### src/rtl/heatmap_reader.sv
`default_nettype none
// ============================================================================
// Module   : heatmap_reader
// Purpose  : Display-side reader for the double-banked tactile heatmap frame
//            buffer. It maps the raster position to a sensor cell at the
//            latched zoom, issues the BRAM read, and returns the cell sample
//            with raster timing delayed to match. It also swaps the displayed
//            bank with the scanner, but only at frame boundaries.
// Ports    :
//   clk_in        pixel clock
//   rst_n_in      synchronous active-low reset
//   scale_in      zoom select (00=1x, 01=16x, 10=32x, 11=64x pixels per cell)
//   hcount_in     raster x         vcount_in    raster y
//   hsync_in      raster hsync     vsync_in     raster vsync
//   blank_in      raster blanking
//   new_frame_in  single-cycle frame-start pulse
//   swap_req_in   single-cycle pulse from the scanner: back bank complete
//   rd_addr_out   BRAM read address {bank, row*SW_WIRE_CNT+col}
//   rd_data_in    BRAM read data (valid RAM_LATENCY cycles after the address)
//   hcount_out / vcount_out / hsync_out / vsync_out / blank_out
//                 raster signals delayed by the pipeline latency
//   data_out      cell sample, 0 outside the heatmap
//   in_region_out pixel lies inside the scaled heatmap
//   bank_out      bank currently displayed (status, not pipeline-delayed)
//   swap_ack_out  single-cycle pulse when the displayed bank changes
// Revision : 1.0  initial release
// ============================================================================
module heatmap_reader #(
  parameter int SW_WIRE_CNT = 16,
  parameter int RD_WIRE_CNT = 16,
  parameter int RAM_LATENCY = 2,
  parameter int AW          = $clog2(SW_WIRE_CNT*RD_WIRE_CNT)+1
) (
  input  logic          clk_in,
  input  logic          rst_n_in,
  input  logic [1:0]    scale_in,
  input  logic [10:0]   hcount_in,
  input  logic [9:0]    vcount_in,
  input  logic          hsync_in,
  input  logic          vsync_in,
  input  logic          blank_in,
  input  logic          new_frame_in,
  input  logic          swap_req_in,
  output logic [AW-1:0] rd_addr_out,
  input  logic [11:0]   rd_data_in,
  output logic [10:0]   hcount_out,
  output logic [9:0]    vcount_out,
  output logic          hsync_out,
  output logic          vsync_out,
  output logic          blank_out,
  output logic [11:0]   data_out,
  output logic          in_region_out,
  output logic          bank_out,
  output logic          swap_ack_out
);

  // Latency from input sample to outputs: address register, BRAM, output
  // register. The delay line holds c_lat-1 stages; the output register is
  // the last one.
  localparam int c_lat    = RAM_LATENCY + 2;
  localparam int c_stages = c_lat - 1;
  localparam int c_iw     = AW - 1;

  typedef struct packed {
    logic [10:0] hcount;
    logic [9:0]  vcount;
    logic        hsync;
    logic        vsync;
    logic        blank;
    logic        in_region;
  } pix_t;

  typedef enum logic [0:0] {
    ST_IDLE    = 1'b0,
    ST_PENDING = 1'b1
  } swap_state_t;

  swap_state_t r_state;
  logic        r_bank;
  logic        r_ack;
  logic [1:0]  r_scale;

  logic [1:0]      w_scale;
  logic [2:0]      w_shift;
  logic [10:0]     w_col;
  logic [9:0]      w_row;
  logic            w_in_region;
  logic [c_iw-1:0] w_cell;
  logic            w_swap;
  logic            w_bank_next;

  logic [AW-1:0] r_addr;
  pix_t          r_dly [c_stages];
  pix_t          r_out;
  logic [11:0]   r_data;

  // The new scale and bank both take effect for the pixel sampled on the
  // new_frame_in edge itself, so the first pixel of a frame is consistent.
  always_comb begin
    w_scale = new_frame_in ? scale_in : r_scale;
    case (w_scale)
      2'b00:   w_shift = 3'd0;
      2'b01:   w_shift = 3'd4;
      2'b10:   w_shift = 3'd5;
      default: w_shift = 3'd6;
    endcase
  end

  assign w_col       = hcount_in >> w_shift;
  assign w_row       = vcount_in >> w_shift;
  assign w_in_region = (32'(w_col) < 32'(SW_WIRE_CNT)) &&
                       (32'(w_row) < 32'(RD_WIRE_CNT));

  // Truncation to c_iw bits is safe: inside the region row*SW+col < SW*RD,
  // and outside it the field is forced to zero.
  assign w_cell = w_in_region ?
                  (c_iw'(w_row) * c_iw'(SW_WIRE_CNT) + c_iw'(w_col)) : '0;

  assign w_swap      = new_frame_in && ((r_state == ST_PENDING) || swap_req_in);
  assign w_bank_next = r_bank ^ w_swap;

  // Bank swap FSM plus scale latch.
  always_ff @(posedge clk_in) begin
    if (!rst_n_in) begin
      r_state <= ST_IDLE;
      r_bank  <= 1'b0;
      r_ack   <= 1'b0;
      r_scale <= 2'b00;
    end else begin
      r_ack <= 1'b0;
      if (new_frame_in) begin
        r_scale <= scale_in;
      end
      case (r_state)
        ST_IDLE: begin
          if (swap_req_in && new_frame_in) begin
            r_bank <= ~r_bank;
            r_ack  <= 1'b1;
          end else if (swap_req_in) begin
            r_state <= ST_PENDING;
          end
        end
        ST_PENDING: begin
          // Further requests here are absorbed into the one pending swap.
          if (new_frame_in) begin
            r_bank  <= ~r_bank;
            r_ack   <= 1'b1;
            r_state <= ST_IDLE;
          end
        end
        default: r_state <= ST_IDLE;
      endcase
    end
  end

  // Address register, raster delay line and output register.
  always_ff @(posedge clk_in) begin
    if (!rst_n_in) begin
      r_addr <= '0;
      for (int i = 0; i < c_stages; i++) begin
        r_dly[i] <= '0;
      end
      r_out  <= '0;
      r_data <= '0;
    end else begin
      r_addr   <= {w_bank_next, w_cell};
      r_dly[0] <= '{hcount:    hcount_in,
                    vcount:    vcount_in,
                    hsync:     hsync_in,
                    vsync:     vsync_in,
                    blank:     blank_in,
                    in_region: w_in_region};
      for (int i = 1; i < c_stages; i++) begin
        r_dly[i] <= r_dly[i-1];
      end
      // The last delay stage lines up with the BRAM data for that pixel.
      r_out  <= r_dly[c_stages-1];
      r_data <= r_dly[c_stages-1].in_region ? rd_data_in : 12'h000;
    end
  end

  assign rd_addr_out   = r_addr;
  assign hcount_out    = r_out.hcount;
  assign vcount_out    = r_out.vcount;
  assign hsync_out     = r_out.hsync;
  assign vsync_out     = r_out.vsync;
  assign blank_out     = r_out.blank;
  assign in_region_out = r_out.in_region;
  assign data_out      = r_data;
  assign bank_out      = r_bank;
  assign swap_ack_out  = r_ack;

endmodule
`default_nettype wire

### config.mk
export PLATFORM = sky130hd
export DESIGN_NAME = heatmap_reader
export DESIGN_NICKNAME = d
export VERILOG_FILES = /design/src/rtl/heatmap_reader.sv
export SDC_FILE = /design/constraint.sdc
export NUM_CORES = 1
export LEC_CHECK = 0
export ABC_AREA = 1
export CORE_MARGIN = 1.5
export CORE_UTILIZATION = 50
export DETAILED_ROUTE_END_ITERATION = 16
export PLACE_DENSITY = 0.79
export SLEW_MARGIN = 0
export SYNTH_ARGS = -nofsm -noshare
export SYNTH_HDL_FRONTEND = slang
export SYNTH_SLANG_ARGS = --single-unit
### constraint.sdc
create_clock -name clk_in -period 5.5 [get_ports clk_in]
set_input_delay 1.375 -clock clk_in [delete_from_list [all_inputs] [get_ports clk_in]]
set_output_delay 1.375 -clock clk_in [all_outputs]
set_load 0.01 [all_outputs]
Word-level counts from Yosys, hierarchy flattened
Memories as Yosys holds them, arrays and structs flattened.
Cells that the tools add are included.
{"block": "op_classes", "n_addsub": 1, "n_lt_le_gt_ge": 2, "eq_ne": 4, "shifts": 2, "muxes": 17, "bitwise": 6, "reduce_logical": 8}
{"cell": "25-bit two-way mux", "count": 3}
{"cell": "11-bit by 5-bit < comparator with 1-bit output (second input constant)", "count": 1}
{"cell": "11-bit by 3-bit >> shifter with 11-bit output", "count": 1}
{"cell": "10-bit by 5-bit < comparator with 1-bit output (second input constant)", "count": 1}
{"cell": "10-bit by 3-bit >> shifter with 10-bit output", "count": 1}
{"cell": "1-bit two-way mux", "count": 9}
{"cell": "3-bit one-hot mux with 3 select lines", "count": 1}
{"cell": "8-bit adder", "count": 1}
{"cell": "1-bit one-hot mux with 2 select lines", "count": 3}
{"cell": "2-bit AND reduction", "count": 3}
{"cell": "2-bit inequality test (second input constant)", "count": 2}
{"cell": "1-bit logical AND", "count": 3}
{"cell": "1-bit OR", "count": 3}
{"cell": "2-bit by 1-bit equality test with 1-bit output (second input constant)", "count": 1}
{"cell": "2-bit equality test (second input constant)", "count": 1}
{"cell": "2-bit zero test", "count": 1}
{"cell": "2-bit two-way mux", "count": 1}
{"cell": "1-bit inverter", "count": 2}
{"cell": "1-bit logical OR", "count": 1}
{"cell": "1-bit bitwise XOR", "count": 1}
{"block": "word_totals", "register_bits": 51, "ram_bits": 75, "inputBits": 42, "out_inout_bits": 48, "elab_cells": 54, "n_memories": 1}
{"memory": "r_dly", "words": 3, "word_bits": 25, "rd": 3, "rd_ports_with_merged_regs": 0, "write_ports": 3, "line_no": "93", "rtl": "pix_t r_dly [c_stages];"}

Depth between registers and ports, before layout
Gate-level depths: netlist (run 1).
{"block": "logic_depth", "depth_word": 7, "mapped_depth": 16, "ltp_nobuf": 16}

Worst setup path after synthesis (run 1)
No wires, ideal clock.
{"block": "synth_timing", "path_type": "input to register", "from": "input new_frame_in", "to": "register r_addr[6], in the netlist rd_addr_out[6]", "setup_ps": 116, "arrival_ps": 2892, "slack_ps": 2492, "cell_stages": 14, "path_buffers": 1, "cell_sequence": "inv_2 > nand2_1 > nand2_1 > buf_4 > nand2_2 > inv_2 > nand2_1 > o211ai_1 > o21ai_0 > ha_1 > inv_1 > fa_1 > xor2_1 > nor2_1"}
{"block": "synth_between", "elab_chain_cells": 7, "word_cells_on_any_way": 12}
{"element": "from (decl)", "line_no": "42", "rtl": "input logic new_frame_in,"}
{"element": "2-bit two-way mux (*)"}
{"element": "2-bit equality test (tied with other cells)", "line_no": "101", "rtl": "case (w_scale)"}
{"element": "3-bit one-hot mux with 3 select lines (*)", "line_no": "101"}
{"element": "11-bit by 3-bit >> shifter with 11-bit output / 10-bit by 3-bit >> shifter with 10-bit output (equally long branches)", "line_no": "109, 110"}
{"element": "11-bit by 5-bit < comparator with 1-bit output / 10-bit by 5-bit < comparator with 1-bit output (equally long branches)", "line_no": "111, 112"}
{"element": "1-bit logical AND", "line_no": "111", "rtl": "assign w_in_region = (32'(w_col) < 32'(SW_WIRE_CNT)) &&"}
{"element": "2-bit AND reduction (no line)"}
{"element": "to (signal assigned)", "line_no": "166", "rtl": "r_addr <= {w_bank_next, w_cell};"}
{"element": "to (decl)", "line_no": "92", "rtl": "logic [AW-1:0] r_addr;"}
Every way passes the cells marked *; elsewhere a longest branch is shown, timed or not.
A chain may end at the register's enable or synchronous reset.

Worst setup path in the final report (run 1)
{"block": "layout_timing", "from": "input new_frame_in", "to": "register r_addr[7], in the netlist rd_addr_out[7]"}
The elaborated chain is that of the path after synthesis.

==> metrics.md, run 1 <==
| Metric | Value |
|---|---|
| Seq cells post-synth | 126 |
| PortBufs | 89 |
| Top post-synthesis cells by count | 138 x nand2_1, 133 x inv_1, 126 x dfxtp_1 |
| Drt wl/cell | 11.33 um |
| Most common cell in the netlist | nand2_1 |
| Worst hold path type | reg -> reg |
| Final Setup Violations | 0 |
| Synth Area in XOR/XNOR | 0.002121 |
| CTS tree | built |
| Largest net degree at the start of global routing | 103 |
| Crit. path cell count | 12 |
| Clock-pin transition on the worst setup and hold timing paths | 0.06 ns |
| # fillers | 622 |
| Post-synth EDFFs | 0 |
| Post-synth top area cell | dfxtp_1 |
| Synth Cell Area | 4130 um^2 |
| Remaining Overflow, GRT | 0 |
| Syn nets | 553 |
| Worst path max stage delay | 0.57 ns |
| DP HPWL | 5.463 mm |
| Post-CTS Resized | 0 |
| Mapped Avg Cell Area | 8.146 um^2 |
| Psw | 0.0005246 W |
| Drt via density | 4.309 |
| Detailed Route WL | 8.102 mm |
| Vias | 3081 |
| Initial Util | 0.5263 |
| Flop pwr share | 0.441 |
| Global-route wire length before repair | 13.57 mm |
| Final instance area | 5640 um^2 |
| CP Class | in -> reg |
| Vias in the first global route | 3014 |
| Top cells by area, synth | dfxtp_1 61%, nand2_1 13%, inv_1 12% |
| CP endpoint kind | flip-flop |
| Diodes inserted | 0 |
| Hold path depth | 2 |
| Top achievable clock speed | 283.5 MHz |
| Crit path max-delay family | buffers and inverters |
| Mapped Cells | 507 |
| Worst path bufs/invs | 4 |
| FF-to-FF setup slack | 3.20 ns |
| Sequential area share after synthesis | 0.6107 |
| Setup bufs post-CTS | 0 |
| RSZ-0062 raised after global routing | false |
| DRT Pass-1 Iters | 4 |
| Crit-path max FO | 11 |
| Worst Skew | 0.006293 ns |
| Worst EP arrival | 3.96 ns |
| Die area | 8814 um^2 |
| Outcome | complete, no violations |
| Final hold viol count | 0 |
| CTS Buf Count | 17 |
| Ratio of total power to cell area | 381.5 nW/um^2 |
| Fin cells | 715 |
| IO Pins | 90 |
| Layout Nets | 646 |
| Share of cells above drive strength 1 | 0.07341 |
| Max cap viols | 0 |
| Library cells used by synthesis | 30 |
| Asr flop ratio synth | 0 |
| Internal power | 0.001627 W |
| DR DRC count | 0 |
| Final Cycle Share | 0.6413 |
| Worst EP required | 5.93 ns |
| Simple-gate portion of the synthesized area | 0.1996 |
| Crit path launch type | primary input |
| Crit-path cells | clkdlybuf4s50_1, inv_2, nand2_1, nand2_1, nor2_4, inv_2, o21ai_0, inv_1, ha_1, a31oi_1, nand3_1, a21oi_2 |
| Area grow syn2layout | 36.56% |
| Largest family of logic cells by synthesized area | simple AND/OR/NAND/NOR gates |
| Clock power frac | 0.484 |
| Worst-margin pin slew | 0.9336 ns |
| Tightest hold margin | 0.4048 ns |
| Die X | 93.89 um |
| Slowest-stage cell, CP | clkdlybuf4s50_1 |
| Net Sw Frac | 0.2438 |
| Post-CTS Hold Fix Bufs | 0 |
| R2R cell count | 10 |
| ANT nets after route | 0 |
| Die height | 93.89 um |
| Mux cell area share after synthesis | 0 |
| CORE AREA | 7848 um^2 |
| Routability cong. | 0.9644 |
| Post-synth top flop | dfxtp_1 |
| Setup TNS | 0 ns |
| Maximum VDD drop | 0.2336 mV |
| Synth Area in Compound Gates | 0.03151 |
| Logic pwr share | 0.075 |
| Clock tree buffer depth | 2 |
| Core Rows | 32 |
| Root Driver | clkbuf_8 |
| Synth warnings | 0 |
| Clk sinks | 126 |
| Slew Viols, Final | 0 |
| Cell Area, Placed | 5077 um^2 |
| Skew-Pair Late Insertion Delay | 0.50 ns |
| Antenna violations before repair | 0 |
| Rel. slew slack | 0.3776 |
| Static Leakage | 3.146 nW |
| Adder-cell share of the synthesized area | 0.01394 |
| Yosys top cell area share | 0.6107 |
| Gr usage total | 0.2052 |
| Crit path time final | 3.527 ns |
| H-Tree Depth | 4 |
| Placed Instances | 683 |
| Starting DRC count in detailed routing | 169 |
cells by family after synthesis:
kind of cell / after synthesis
DFF: 126
xor gates and xnor gates: 1
AOI/OAI and AO/OA: 23
adders and majority gates: 4
buffers and inverters: 153
and+or+nand+nor: 200
routing by layer:
layer | track usage | wire length (um)
met4 | 0.08955 | 120
met3 | 0.07929 | 707
met2 | 0.3448 | 3889
met1 | 0.2305 | 3385
met5 | 0 | 0
power groups by stage:
stage	registers, W	clock network [W]	logic (W)
4_1_cts	0.000949	0.00107	0.000162
3_5_place_dp	0.000969	0	0.000161
5_1_grt	0.000952	0.00111	0.000184
6_report	0.000949	0.00104	0.000161
2_1_floorplan	0.000971	0	0.0000920
3_3_place_gp	0.000968	0	0.000160
layout by cell type (no fill, tap or decap), types with 2 or more instances in the layout:
master           count
a21oi_1              7
a31oi_1              2
clkbuf_16           16
clkdlybuf4s50_1     88
clkinvlp_4           3
dfxtp_1            126
ha_1                 3
inv_1              133
inv_2                5
inv_6                7
inv_8                2
nand2_1            138
nand2_2              3
nand2_4              2
nand3_1             19
nand3b_1             2
nor2_1              29
nor3_1               2
o21ai_0              8
o21ai_1              2
stage by stage:
| step | total power (W) | util | worst slack, ns |
|---|---|---|---|
| after global routing | 0.002250 | 0.7188 | 1.645 |
| after CTS | 0.002178 | 0.7188 | 2.017 |
| final | 0.002152 | 0.7188 | 1.973 |
| after detailed placement | 0.001130 | 0.6470 | 1.501 |
| after floorplan | 0.001063 | - | 2.492 |
| after global placement | 0.001129 | 0.6470 | 1.551 |
sequential cells by signal (all words and copies together) (netlist names):
register,flops
rd_addr_out,9
r_state,1
in_region_out,1
r_scale,2
vsync_out,1
blank_out,1
bank_out,1
hcount_out,11
hsync_out,1
r_dly,75
vcount_out,10
data_out,12
swap_ack_out,1
path summary, 6_finish.rpt:
| check | start | endpoint |
|---|---|---|
| worst max-delay path | new_frame_in | rd_addr_out[7] |
| worst min-delay path | r_dly[0][70] | hcount_out[6] |
| worst max register to register | r_scale[0] | rd_addr_out[7] |
| worst min register to register | r_dly[0][70] | hcount_out[6] |
tightest hold or removal path, stage by stage, from the launching register on:
cell,delay [ns]
dfxtp_1,0.30
nand2_1,0.04
inv_1,0.04
cell type report:
class,instances,area (um^2),area share
multi-input cells,228,1021,0.1810
flip-flops and latches,126,2522,0.4472
inverters,138,518.0,0.09184
clock inverters,14,145.1,0.02573
repair buffers,89,888.4,0.1575
clock buffers,18,417.9,0.07409
well taps,102,127.6,0.02263
Power figures use the tool's default switching activity.
==> run 2, diff against run 1 <==
--- a/config.mk
+++ b/config.mk
@@ -7,9 +7,9 @@
 export LEC_CHECK = 0
 export ABC_AREA = 1
 export CORE_MARGIN = 1.5
-export CORE_UTILIZATION = 50
+export CORE_UTILIZATION = 45
 export DETAILED_ROUTE_END_ITERATION = 16
-export PLACE_DENSITY = 0.79
+export PLACE_DENSITY = 0.75
 export SLEW_MARGIN = 0
 export SYNTH_ARGS = -nofsm -noshare
 export SYNTH_HDL_FRONTEND = slang
==> constraint.sdc (replaced) <==
create_clock -name clk_in -period 3.18 [get_ports clk_in]
set_input_delay 0.795 -clock clk_in [delete_from_list [all_inputs] [get_ports clk_in]]
set_output_delay 0.795 -clock clk_in [all_outputs]
set_load 0.01 [all_outputs]
==> run 2 against run 1 <==
Compared with the run above:
- the run now ends with DRC left
- register-to-register slack worse by 2.0 ns
- critical path type unchanged
- flip-flop and latch count unchanged
- non-clock buffer count is 8 higher
- critical path depth grew 2
- die area up 11%
- count of clock-buffer cells in the layout rose by 2
- largest cell class unchanged
- combinational power is 80% higher
==> metrics.md, run 2 (same netlist as run 1, synthesis figures left out) <==
| Metric | Value |
|---|---|
| Reg-to-reg startpoint | r_scale[0] (unchanged) |
| Worst EP arrival | 3.10 ns (was 3.96 ns) |
| Top achievable clock speed | 375.8 MHz |
| Crit. path cell count | 14 (was 12) |
| Rel. slew slack | 0.7162 (was 0.3776) |
| Final Cycle Share | 0.8367 |
| Global-route wire length before repair | 13.25 mm (was 13.57 mm) |
| CTS tree | built (unchanged) |
| CTS Buf Count | 17 (unchanged) |
| Worst path max stage delay | 0.56 ns (was 0.57 ns) |
| Remaining Overflow, GRT | 0 (unchanged) |
| Finished Core Util | 0.6593 (was 0.7188) |
| DR DRC count | 10 (was 0) |
| Clock tree buffer depth | 2 (unchanged) |
| Worst Slack Setup Final | 0.5192 ns (was 1.973 ns) |
| Die X | 98.81 um (was 93.89 um) |
| Placed Instances | 697 (was 683) |
| PortBufs | 89 (unchanged) |
| Crit path time final | 2.661 ns |
| DP HPWL | 5.353 mm (was 5.463 mm) |
| Routability cong. | 0.8444 (was 0.9644) |
| Crit path top cell by count | nand2_1 |
| Slowest-stage cell, CP | clkdlybuf4s50_1 (unchanged) |
| Final Setup Violations | 0 (unchanged) |
| Root Driver | clkbuf_8 (unchanged) |
| CP Class | in -> reg (unchanged) |
| Max cap viols | 0 (unchanged) |
| CORE AREA | 8806 um^2 (was 7848 um^2) |
| Worst path bufs/invs | 4 (unchanged) |
| Most frequent cells in the layout | 138 x nand2_1, 133 x inv_1, 126 x dfxtp_1, 88 x clkdlybuf4s50_1, 29 x nor2_1 (unchanged) |
| Starting DRC count in detailed routing | 99 (was 169) |
| Failing checks | DRC |
| Clock-pin transition on the worst setup and hold timing paths | 0.06 ns (about the same) |
| Die height | 98.81 um (was 93.89 um) |
| R2R cell count | 12 (was 10) |
| Drt via density | 4.316 (was 4.309) |
| Gr usage total | 0.1720 (was 0.2052) |
| R2R Path End | rd_addr_out[6] (was rd_addr_out[7]) |
| CP endpoint kind | flip-flop (unchanged) |
| Crit-path max FO | 5 (was 11) |
| Post-CTS Resized | 0 (unchanged) |
| Skew-Pair Late Insertion Delay | 0.49 ns (was 0.50 ns) |
| Vias | 3146 (was 3081) |
| Place WS | 0.02794 ns (was 1.501 ns) |
| Critical Path Start | new_frame_in (unchanged) |
| Worst setup path end | rd_addr_out[6] (was rd_addr_out[7]) |
| Area grow syn2layout | 40.56% (was 36.56%) |
| RSZ-0062 raised after global routing | false (unchanged) |
| Initial Util | 0.4690 (was 0.5263) |
| Antenna violations before repair | 0 (unchanged) |
| Diodes inserted | 0 (unchanged) |
| Setup TNS | 0 ns (unchanged) |
| Max reg flops | 75 (unchanged) |
| Clk sinks | 126 (unchanged) |
| Largest net degree at the start of global routing | 39 (was 103) |
| Crit-path cells | clkdlybuf4s50_1, inv_2, nand2_1, nand2_1, nand2_2, inv_2, nand2_1, o211ai_1, o21ai_0, ha_1, inv_1, fa_1, xor2_1, nor2_1 (was clkdlybuf4s50_1, inv_2, nand2_1, nand2_1, nor2_4, inv_2, o21ai_0, inv_1, ha_1, a31oi_1, nand3_1, a21oi_2) |
| Detailed Route WL | 7.764 mm (was 8.102 mm) |
| H-Tree Depth | 4 (unchanged) |
| Share of cells above drive strength 1 | 0.08696 (was 0.07341) |
| Worst Skew | 0.005464 ns (was 0.006293 ns) |
| ANT nets after route | 0 (unchanged) |
| Drt wl/cell | 10.65 um (was 11.33 um) |
| Post-CTS Hold Fix Bufs | 0 (unchanged) |
| Vias in the first global route | 3090 (was 3014) |
| Layout Nets | 654 (was 646) |
| Fin cells | 729 (was 715) |
| DRT Pass-1 Iters | 11 (was 4) |
| Final hold viol count | 0 (unchanged) |
| FF-to-FF setup slack | 1.16 ns (was 3.20 ns) |
| Worst hold path type | reg -> reg (unchanged) |
| Outcome | finished, violations left (was complete, no violations) |
| Worst-margin pin slew | 0.4246 ns (was 0.9336 ns) |
| Crit path launch type | primary input (unchanged) |
| Most common library cell in the layout ignoring fill and taps | nand2_1 (unchanged) |
| Ratio of total power to cell area | 693.6 nW/um^2 (was 381.5 nW/um^2) |
| Maximum VDD drop | 0.3869 mV (was 0.2336 mV) |
| Slew Viols, Final | 0 (unchanged) |
| Cell Area, Placed | 5145 um^2 (was 5077 um^2) |
| Static Leakage | 3.235 nW (was 3.146 nW) |
| IO Pins | 90 (unchanged) |
| Register with the most flip-flops | r_dly (unchanged) |
| Worst EP required | 3.61 ns (was 5.93 ns) |
| Core Rows | 34 (was 32) |
| Die area | 9762 um^2 (was 8814 um^2) |
| Final instance area | 5806 um^2 (was 5640 um^2) |
| Crit path max-delay family | buffers and inverters (unchanged) |
| Setup bufs post-CTS | 0 (unchanged) |
| Worst hold start | r_dly[0][1] (was r_dly[0][70]) |
==> run 2: changes by cell type in the layout (fill, tap and decap cells not counted), moves of 2 or more <==
| cell | change |
|---|---|
| buf_4 | +8 |
| inv_6 | -5 |
| bufinv_16 | +4 |
| clkbuf_8 | +3 |
| inv_8 | -2 |
==> run 2: area by class of cell <==
type                            count  area [um^2]
Clock inverter                     12        205.2
Fill cell                         718         3000
Clock buffer                       20        455.4
Tap cell                          108        135.1
Timing Repair Buffer               97        948.4
Sequential cell                   126         2522
Inverter                          138        518.0
Multi-Input combinational cell    228         1021
==> run 2: per-stage QoR <==
stage | power, W | hold WS (ns)
finish | 0.004027 | 0.4063
global route | 0.004180 | 0.4197
CTS | 0.004070 | 0.4082
detailed placement | 0.001965 | 0.3971
global placement | 0.001961 | 0.3924
floorplan | 0.001838 | 0.3905
==> run 2: power breakdown <==
part,switching (W),total (W),internal (W)
Combinational,0.000159,0.000290,0.000131
Clock,0.000673,0.00209,0.00142
Sequential,0.0000129,0.00164,0.00163
Total,0.000845,0.00403,0.00318
==> run 2: layer usage <==
layer | vias to the layer above | global-route usage | wire, um
li1 | 1646 | - | -
met1 | 1372 | 0.1996 | 3433
met2 | 116 | 0.2918 | 3680
met3 | 12 | 0.05887 | 554
met4 | 0 | 0.06923 | 95
met5 | - | 0 | 0
==> run 2: worst min-delay path by stage <==
stage                          endpoint  slack [ns]  cells after the start
after detailed placement  vcount_out[7]        0.40                      2
after global placement     r_dly[0][47]        0.39                      2
after CTS                 vcount_out[5]        0.41                      2
after floorplan               blank_out        0.39                      2
final                      r_dly[0][26]        0.41                      2
after global routing      hcount_out[1]        0.42                      2
==> run 2: worst min-delay path, stage by stage, from the launching register on <==
cell,delay (ns)
dfxtp_1,0.30
nand2_1,0.04
inv_1,0.04
